## src/rtl/scs8hd_edfx_bank_wr_arb_if.sv

```systemverilog
// Bundle of requester and bank-side signals for the bank write arbiter.
//   master : requester/bank side (drives REQ_*, HOLD; observes READY and bank pins)
//   slave  : the arbiter itself
// Signals:
//   REQ_VALID/REQ_LOCK [NREQ]     per-requester write pending / keep exclusive grant
//   REQ_ADDR [NREQ*AW]            word address, slice i = [i*AW +: AW]
//   REQ_DATA [NREQ*DW]            write data,   slice i = [i*DW +: DW]
//   REQ_READY [NREQ]              one-hot or zero grant (combinational)
//   HOLD                          freeze arbitration
//   BANK_D [DW], BANK_DE [2**AW]  registered data and one-hot word enable to the bank
//   GNT_ID, GNT_VALID             registered owner of the current bank write
interface scs8hd_edfx_bank_wr_arb_if #(
    parameter int NREQ = 4,
    parameter int DW   = 8,
    parameter int AW   = 3
);
    localparam int IDW   = $clog2(NREQ);
    localparam int DEPTH = 2 ** AW;

    logic [NREQ-1:0]    REQ_VALID;
    logic [NREQ-1:0]    REQ_LOCK;
    logic [NREQ*AW-1:0] REQ_ADDR;
    logic [NREQ*DW-1:0] REQ_DATA;
    logic [NREQ-1:0]    REQ_READY;
    logic               HOLD;
    logic [DW-1:0]      BANK_D;
    logic [DEPTH-1:0]   BANK_DE;
    logic [IDW-1:0]     GNT_ID;
    logic               GNT_VALID;

    modport master (
        output REQ_VALID, REQ_LOCK, REQ_ADDR, REQ_DATA, HOLD,
        input  REQ_READY, BANK_D, BANK_DE, GNT_ID, GNT_VALID
    );

    modport slave (
        input  REQ_VALID, REQ_LOCK, REQ_ADDR, REQ_DATA, HOLD,
        output REQ_READY, BANK_D, BANK_DE, GNT_ID, GNT_VALID
    );
endinterface

```

## src/rtl/scs8hd_edfx_bank_wr_arb.sv

```systemverilog
// Round-robin write arbiter for a register bank built from enable flops.
// One requester per cycle gets REQ_READY; on handshake its data/address are
// registered onto BANK_D / BANK_DE (one-hot word enable) for exactly one cycle.
// A requester transferring with REQ_LOCK=1 keeps exclusive grant until it
// transfers with REQ_LOCK=0.
// Ports:
//   CLK    rising-edge clock shared with the bank flops
//   RESET  synchronous active-high reset
//   bus    arbiter side of scs8hd_edfx_bank_wr_arb_if
module scs8hd_edfx_bank_wr_arb #(
    parameter int NREQ = 4,
    parameter int DW   = 8,
    parameter int AW   = 3
) (
    input  logic                          CLK,
    input  logic                          RESET,
    scs8hd_edfx_bank_wr_arb_if.slave      bus
);
    localparam int IDW   = $clog2(NREQ);
    localparam int DEPTH = 2 ** AW;

    typedef enum logic [0:0] {
        ST_IDLE   = 1'b0,
        ST_LOCKED = 1'b1
    } state_t;

    state_t           state_r;
    state_t           state_nxt_s;
    logic [IDW-1:0]   own_r;
    logic [IDW-1:0]   own_nxt_s;
    logic [IDW-1:0]   ptr_r;
    logic [IDW-1:0]   win_s;
    logic [IDW-1:0]   cand_s;
    logic [NREQ-1:0]  ready_s;
    logic             found_s;
    logic             xfer_s;
    logic [AW-1:0]    addr_s [NREQ];
    logic [DW-1:0]    data_s [NREQ];
    logic [DW-1:0]    bank_d_r;
    logic [DEPTH-1:0] bank_de_r;
    logic [IDW-1:0]   gnt_id_r;
    logic             gnt_valid_r;

    // (base + k) mod NREQ without relying on NREQ being a power of two
    function automatic logic [IDW-1:0] wrap_add(input logic [IDW-1:0] base, input int unsigned k);
        int unsigned sum;
        sum = 32'(base) + k;
        if (sum >= NREQ) begin
            sum = sum - NREQ;
        end else begin
            sum = sum;
        end
        return sum[IDW-1:0];
    endfunction

    // Unpack the flat address/data buses into per-requester slices
    always_comb begin
        for (int i = 0; i < NREQ; i++) begin
            addr_s[i] = bus.REQ_ADDR[i*AW +: AW];
            data_s[i] = bus.REQ_DATA[i*DW +: DW];
        end
    end

    // Grant selection: rotating search from PTR when idle, owner only when locked
    always_comb begin
        ready_s = {NREQ{1'b0}};
        win_s   = {IDW{1'b0}};
        cand_s  = {IDW{1'b0}};
        found_s = 1'b0;
        if (RESET || bus.HOLD) begin
            ready_s = {NREQ{1'b0}};
        end else begin
            case (state_r)
                ST_IDLE: begin
                    for (int k = 0; k < NREQ; k++) begin
                        cand_s = wrap_add(ptr_r, k);
                        if (!found_s && bus.REQ_VALID[cand_s]) begin
                            ready_s[cand_s] = 1'b1;
                            win_s           = cand_s;
                            found_s         = 1'b1;
                        end else begin
                            found_s = found_s;
                        end
                    end
                end
                ST_LOCKED: begin
                    ready_s[own_r] = bus.REQ_VALID[own_r];
                    win_s          = own_r;
                    found_s        = bus.REQ_VALID[own_r];
                end
                default: begin
                    ready_s = {NREQ{1'b0}};
                end
            endcase
        end
    end

    assign xfer_s = |(bus.REQ_VALID & ready_s);

    // Next-state: lock bit of the transferring requester decides the following state
    always_comb begin
        state_nxt_s = state_r;
        own_nxt_s   = own_r;
        if (xfer_s) begin
            if (bus.REQ_LOCK[win_s]) begin
                state_nxt_s = ST_LOCKED;
                own_nxt_s   = win_s;
            end else begin
                state_nxt_s = ST_IDLE;
            end
        end else begin
            state_nxt_s = state_r;
        end
    end

    // State register
    always_ff @(posedge CLK) begin
        if (RESET) begin
            state_r <= ST_IDLE;
            own_r   <= {IDW{1'b0}};
        end else begin
            state_r <= state_nxt_s;
            own_r   <= own_nxt_s;
        end
    end

    // Bank write datapath and rotation pointer; BANK_D/GNT_ID hold between writes
    always_ff @(posedge CLK) begin
        if (RESET) begin
            bank_d_r    <= {DW{1'b0}};
            bank_de_r   <= {DEPTH{1'b0}};
            gnt_id_r    <= {IDW{1'b0}};
            gnt_valid_r <= 1'b0;
            ptr_r       <= {IDW{1'b0}};
        end else if (xfer_s) begin
            bank_d_r    <= data_s[win_s];
            bank_de_r   <= {{(DEPTH-1){1'b0}}, 1'b1} << addr_s[win_s];
            gnt_id_r    <= win_s;
            gnt_valid_r <= 1'b1;
            ptr_r       <= wrap_add(win_s, 32'd1);
        end else begin
            bank_de_r   <= {DEPTH{1'b0}};
            gnt_valid_r <= 1'b0;
        end
    end

    assign bus.REQ_READY = ready_s;
    assign bus.BANK_D    = bank_d_r;
    assign bus.BANK_DE   = bank_de_r;
    assign bus.GNT_ID    = gnt_id_r;
    assign bus.GNT_VALID = gnt_valid_r;
endmodule

```

## src/flat_wrapper.sv

```systemverilog
// flat-port wrapper written by rule: the top's interface ports become plain ports
module scs8hd_edfx_bank_wr_arb_flat 
#(
    parameter int NREQ = 4,
    parameter int DW   = 8,
    parameter int AW   = 3
)
  (CLK, RESET, bus_REQ_VALID, bus_REQ_LOCK, bus_REQ_ADDR, bus_REQ_DATA, bus_HOLD, bus_REQ_READY, bus_BANK_D, bus_BANK_DE, bus_GNT_ID, bus_GNT_VALID);
  scs8hd_edfx_bank_wr_arb_if #(.NREQ(NREQ), .DW(DW), .AW(AW)) bus_i ();
  input  logic CLK;
  input  logic RESET;
  input wire logic [$bits(bus_i.REQ_VALID)-1:0] bus_REQ_VALID;
  input wire logic [$bits(bus_i.REQ_LOCK)-1:0] bus_REQ_LOCK;
  input wire logic [$bits(bus_i.REQ_ADDR)-1:0] bus_REQ_ADDR;
  input wire logic [$bits(bus_i.REQ_DATA)-1:0] bus_REQ_DATA;
  input wire logic [$bits(bus_i.HOLD)-1:0] bus_HOLD;
  output wire logic [$bits(bus_i.REQ_READY)-1:0] bus_REQ_READY;
  output wire logic [$bits(bus_i.BANK_D)-1:0] bus_BANK_D;
  output wire logic [$bits(bus_i.BANK_DE)-1:0] bus_BANK_DE;
  output wire logic [$bits(bus_i.GNT_ID)-1:0] bus_GNT_ID;
  output wire logic [$bits(bus_i.GNT_VALID)-1:0] bus_GNT_VALID;
  assign bus_i.REQ_VALID = bus_REQ_VALID;
  assign bus_i.REQ_LOCK = bus_REQ_LOCK;
  assign bus_i.REQ_ADDR = bus_REQ_ADDR;
  assign bus_i.REQ_DATA = bus_REQ_DATA;
  assign bus_i.HOLD = bus_HOLD;
  assign bus_REQ_READY = bus_i.REQ_READY;
  assign bus_BANK_D = bus_i.BANK_D;
  assign bus_BANK_DE = bus_i.BANK_DE;
  assign bus_GNT_ID = bus_i.GNT_ID;
  assign bus_GNT_VALID = bus_i.GNT_VALID;
  scs8hd_edfx_bank_wr_arb #(.NREQ(NREQ), .DW(DW), .AW(AW)) u_core (.CLK(CLK), .RESET(RESET), .bus(bus_i));
endmodule
```

## config.mk

```make
export PLATFORM = sky130hd
export DESIGN_NAME = scs8hd_edfx_bank_wr_arb_flat
export DESIGN_NICKNAME = d
export VERILOG_FILES = /design/src/rtl/scs8hd_edfx_bank_wr_arb_if.sv /design/src/rtl/scs8hd_edfx_bank_wr_arb.sv /design/src/flat_wrapper.sv
export SDC_FILE = /design/constraint.sdc
export NUM_CORES = 1
export LEC_CHECK = 0
export CORE_MARGIN = 10
export CORE_UTILIZATION = 43
export DETAILED_ROUTE_END_ITERATION = 8
export PLACE_DENSITY = 0.81
export SLEW_MARGIN = 10
export SYNTH_ARGS = -nofsm -noshare
export SYNTH_HDL_FRONTEND = slang
export SYNTH_SLANG_ARGS = --single-unit
```

## constraint.sdc

```tcl
create_clock -name CLK -period 4.8 [get_ports CLK]
set_clock_uncertainty 0.1 [all_clocks]
set_input_delay 1.44 -clock CLK [delete_from_list [all_inputs] [get_ports CLK]]
set_output_delay 1.44 -clock CLK [all_outputs]
set_load 0.05 [all_outputs]
```

==> out/results.md <==
| Metric | This run | Unit |
|:---|:---|:---|
| Area share of the largest cell type after synthesis | 25.4 | % |
| Wire per inst | 16.4 | um |
| Final estimated routing congestion in global placement | 0.943 | - |
| Clock buffers created by TritonCTS | 3 | - |
| Most frequent cells after synthesis | mux2i_1 (46), nor2_1 (27), dfxtp_1 (24) | - |
| Total congestion overflow | 0 | - |
| Via count | 1865 | - |
| Boundary pin count | 78 | - |
| Width of the die | 86.4 | um |
| Maximum vdd ir drop | 0.185 | mV |
| Clock slew seen by the registers of the worst setup and hold paths | 0.09 | ns |
| Wire length of the first global-routing pass | 9.32 | mm |
| Most instantiated flip-flop cell in the synthesis netlist | dfxtp_1 | - |
| Setup Viol. Count Final | 0 | - |
| Worst setup path startpoint | bus_REQ_VALID[3] | - |
| Seq. cell area | 480 | um^2 |
| Remaining DRCs | 0 | - |
| Cell with the most instances after synthesis | mux2i_1 | - |
| Hold/Removal Path Class | flop to flop | - |
| Run status | finished clean | - |
| R2r startpoint | u_core.ptr_r[1] | - |
| Die span in y | 86.4 | um |
| Final Net Count | 356 | - |
| Logic depth of the worst register-to-register path | 12 | - |
| Depth of the worst hold-timing path | 2 | - |
| Capture endpoint of the worst hold path | u_core.bus.GNT_ID[1] | - |
| Power per cell area | 345 | mW/mm^2 |
| Violation count after the first detailed-route iteration | 110 | - |
| WP data arrival | 3.11 | ns |
| Critical path endpoint category | output pin | - |
| Origin of the worst min-delay path | u_core.bus.GNT_ID[1] | - |
| Diode count | 0 | - |
| Fraction of synthesis flops using an asynchronous set or reset pin | 0 | % |
| Total count of hold-check failures in the final report | 0 | - |
| Cell area after technology mapping | 0.00189 | mm^2 |
| Router iterations before antenna repair | 4 | - |
| Worst reg2reg path endpoint | u_core.own_r[0] | - |
| Per-instance average area after synthesis | 9.23 | um^2 |
| Proportion of synthesized chip area in sequential cells | 25.4 | % |
| Vias per cell | 5.42 | - |
| Insertion delay of the later-clocked pin in the worst-skew pair | 0.27 | ns |
| CTS Root Cell | clkbuf_8 | - |
| Net count of the mapped netlist | 268 | - |
| Initial antenna violation count | 0 | - |
| Port Buf Inserts | 77 | - |
| Launching element type of the critical path | primary input | - |
| Detailed placement HPWL | 4.62 | mm |
| CTS tree | done | - |
| Total leakage power | 1.06 | nW |
| Headroom to the max-slew limit | 54.1 | % |
| Area growth from synthesis to layout | 53.1 | % |
| Post-Place Cell Area | 0.00281 | mm^2 |
| Number of max-cap violations | 0 | - |
| Time the final worst path needs with I/O delays and setup | 4.65 | ns |
| Row count | 24 | - |
| Synth warnings | 0 | - |
| Number of distinct library cell variants in the gate-level netlist after synthesis | 43 | - |
| Count of H-tree levels built during CTS | 1 | - |
| Number of max-slew violations in the final report | 0 | - |
| Ratio of cells with drive above 1 in the final layout | 18.8 | % |
| Hold-fix buffers at CTS | 0 | - |
| Maximum number of buffers from clock root to sink | 2 | - |
| Overall routed net length | 5.66 | mm |
| Required time reported for the critical path endpoint | 3.26 | ns |
| CORE AREA | 0.00429 | mm^2 |
| Largest net degree at the start of global routing | 21 | - |
| Yosys reg bits | 24 | - |
| Worst-Margin Slew | 0.687 | ns |
| Combined global-route utilization of all metal layers | 15.1 | % |
| Final total power | 0.00100 | W |
| Largest fanout of any net on the critical path | 6 | - |
| Fill count | 352 | - |
| Final Cycle Share | 96.9 | % |
| Highest achievable clock rate | 215 | MHz |
| CTS sink count | 24 | - |
| Unrepaired setup endpoints after global routing | no | - |
| Total area of multi-input combinational cells | 0.00132 | mm^2 |
| Number of enable-type register cells in the synthesized netlist | 0 | - |
| Synth top area cells | dfxtp_1 (25%), mux2i_1 (24%), nor2_1 (5.4%), ha_1 (5.3%), a221o_1 (4.2%) | - |
| Crit Path Class | primary input to output pin | - |
| Effective utilization at floorplan | 44.1 | % |
| Number of global-route vias before repair | 1940 | - |
| Register-to-register setup slack | 1.34 | ns |
| Antenna-violating nets left | 0 | - |
| Dominant cell type by area after synthesis | dfxtp_1 | - |
| Post-synthesis cell count | 205 | - |
| Post-route cell area | 0.00290 | mm^2 |
| Die area | 0.00746 | mm^2 |
[cells by family (layout without fill, tap and decap cells)]
kind of cell / Yosys count / after routing / synth area share, %
AND/OR/NAND/NOR: 59 / 59 / 15.5
multiplexers: 52 / 52 / 29.9
AO/OA/AOI/OAI: 38 / 38 / 17.1
flip-flops: 24 / 24 / 25.4
buffers and inverters: 23 / 110 / 6.48
adder cells (fa/ha/maj): 8 / 8 / 5.29
XOR/XNOR: 1 / 1 / 0.463
[cell type report]
class,count,share of cell area [%]
multi-input combinational,158,45.7
timing repair buffer,101,32.4
sequential,24,16.6
tap,52,2.24
clock buffer,3,1.42
clock inverter,1,1.04
inverter,5,0.647
[through the flow]
step | cells | utilization [%] | hold WS (ns) | TNS (ns) | setup slack, ns
2_1_floorplan | 205 | - | 0.572 | 0 | 0.281
3_3_place_gp | 338 | 65.4 | 0.371 | -0.930 | -0.238
3_5_place_dp | 338 | 65.4 | 0.385 | -1.09 | -0.278
4_1_cts | 343 | 67.7 | 0.408 | 0 | 0.0137
5_1_grt | 344 | 67.5 | 0.446 | 0 | 0.0539
6_report | 344 | 67.5 | 0.400 | 0 | 0.148
[metal layers]
layer  global-route usage (%)  routed length (um)  vias up
met5                        0                   0        -
met4                     5.30                 141        0
met3                     7.50                 560       11
met2                     24.4                2710       67
met1                     16.9                2250      868
li1                         -                   -      919
[worst max-delay path, cell delays in order]
cell and delay, ns:
clkbuf_2 0.12, mux4_2 0.49, nor2b_4 0.16, a221o_1 0.31, a221o_1 0.28, nand2_1 0.09, a21oi_2 0.04, buf_6 0.18
[layout by cell type (no fill, tap or decap), types with 7 or more instances in the layout]
master           synthesis  final
a21oi_1                 11      7
a221o_1                  8      8
buf_4                    4     23
clkdlybuf4s50_1          0     69
dfxtp_1                 24     24
ha_1                     8      8
mux2i_1                 46     46
nand2_1                  9      9
nor2_1                  27     27
[power breakdown]
part	internal, W	switching (W)
Sequential	0.000222	0.0000176
Combinational	0.000279	0.000303
Clock	0.000112	0.0000671
Total	0.000612	0.000388
[timing repair]
| item | CTS | global route |
|---|---|---|
| setup endpoints to repair | 4 | 4 |
| buffers inserted | 1 | 1 |
| pin swaps | 3 | 1 |
| gates resized for setup | 11 | 7 |
| cloned | 0 | 0 |
[worst max path at each step]
stage,to,slack (ns),cells past startpoint
final,bus_REQ_READY[0],0.15,8
after CTS,bus_REQ_READY[0],0.01,8
after global placement,bus_REQ_READY[0],-0.24,8
after global routing,bus_REQ_READY[0],0.05,9
after floorplan,bus_REQ_READY[2],0.28,5
after detailed placement,bus_REQ_READY[0],-0.28,8
[flip-flops by register name (all words and copies together), names as in the netlist]
name	flops
u_core.bus.BANK_D	8
u_core.bus.BANK_DE	8
u_core.bus.GNT_ID	2
u_core.bus.GNT_VALID	1
u_core.own_r	2
u_core.ptr_r	2
u_core.state_r	1
Note: power is estimated with default switching activity, not from simulation.
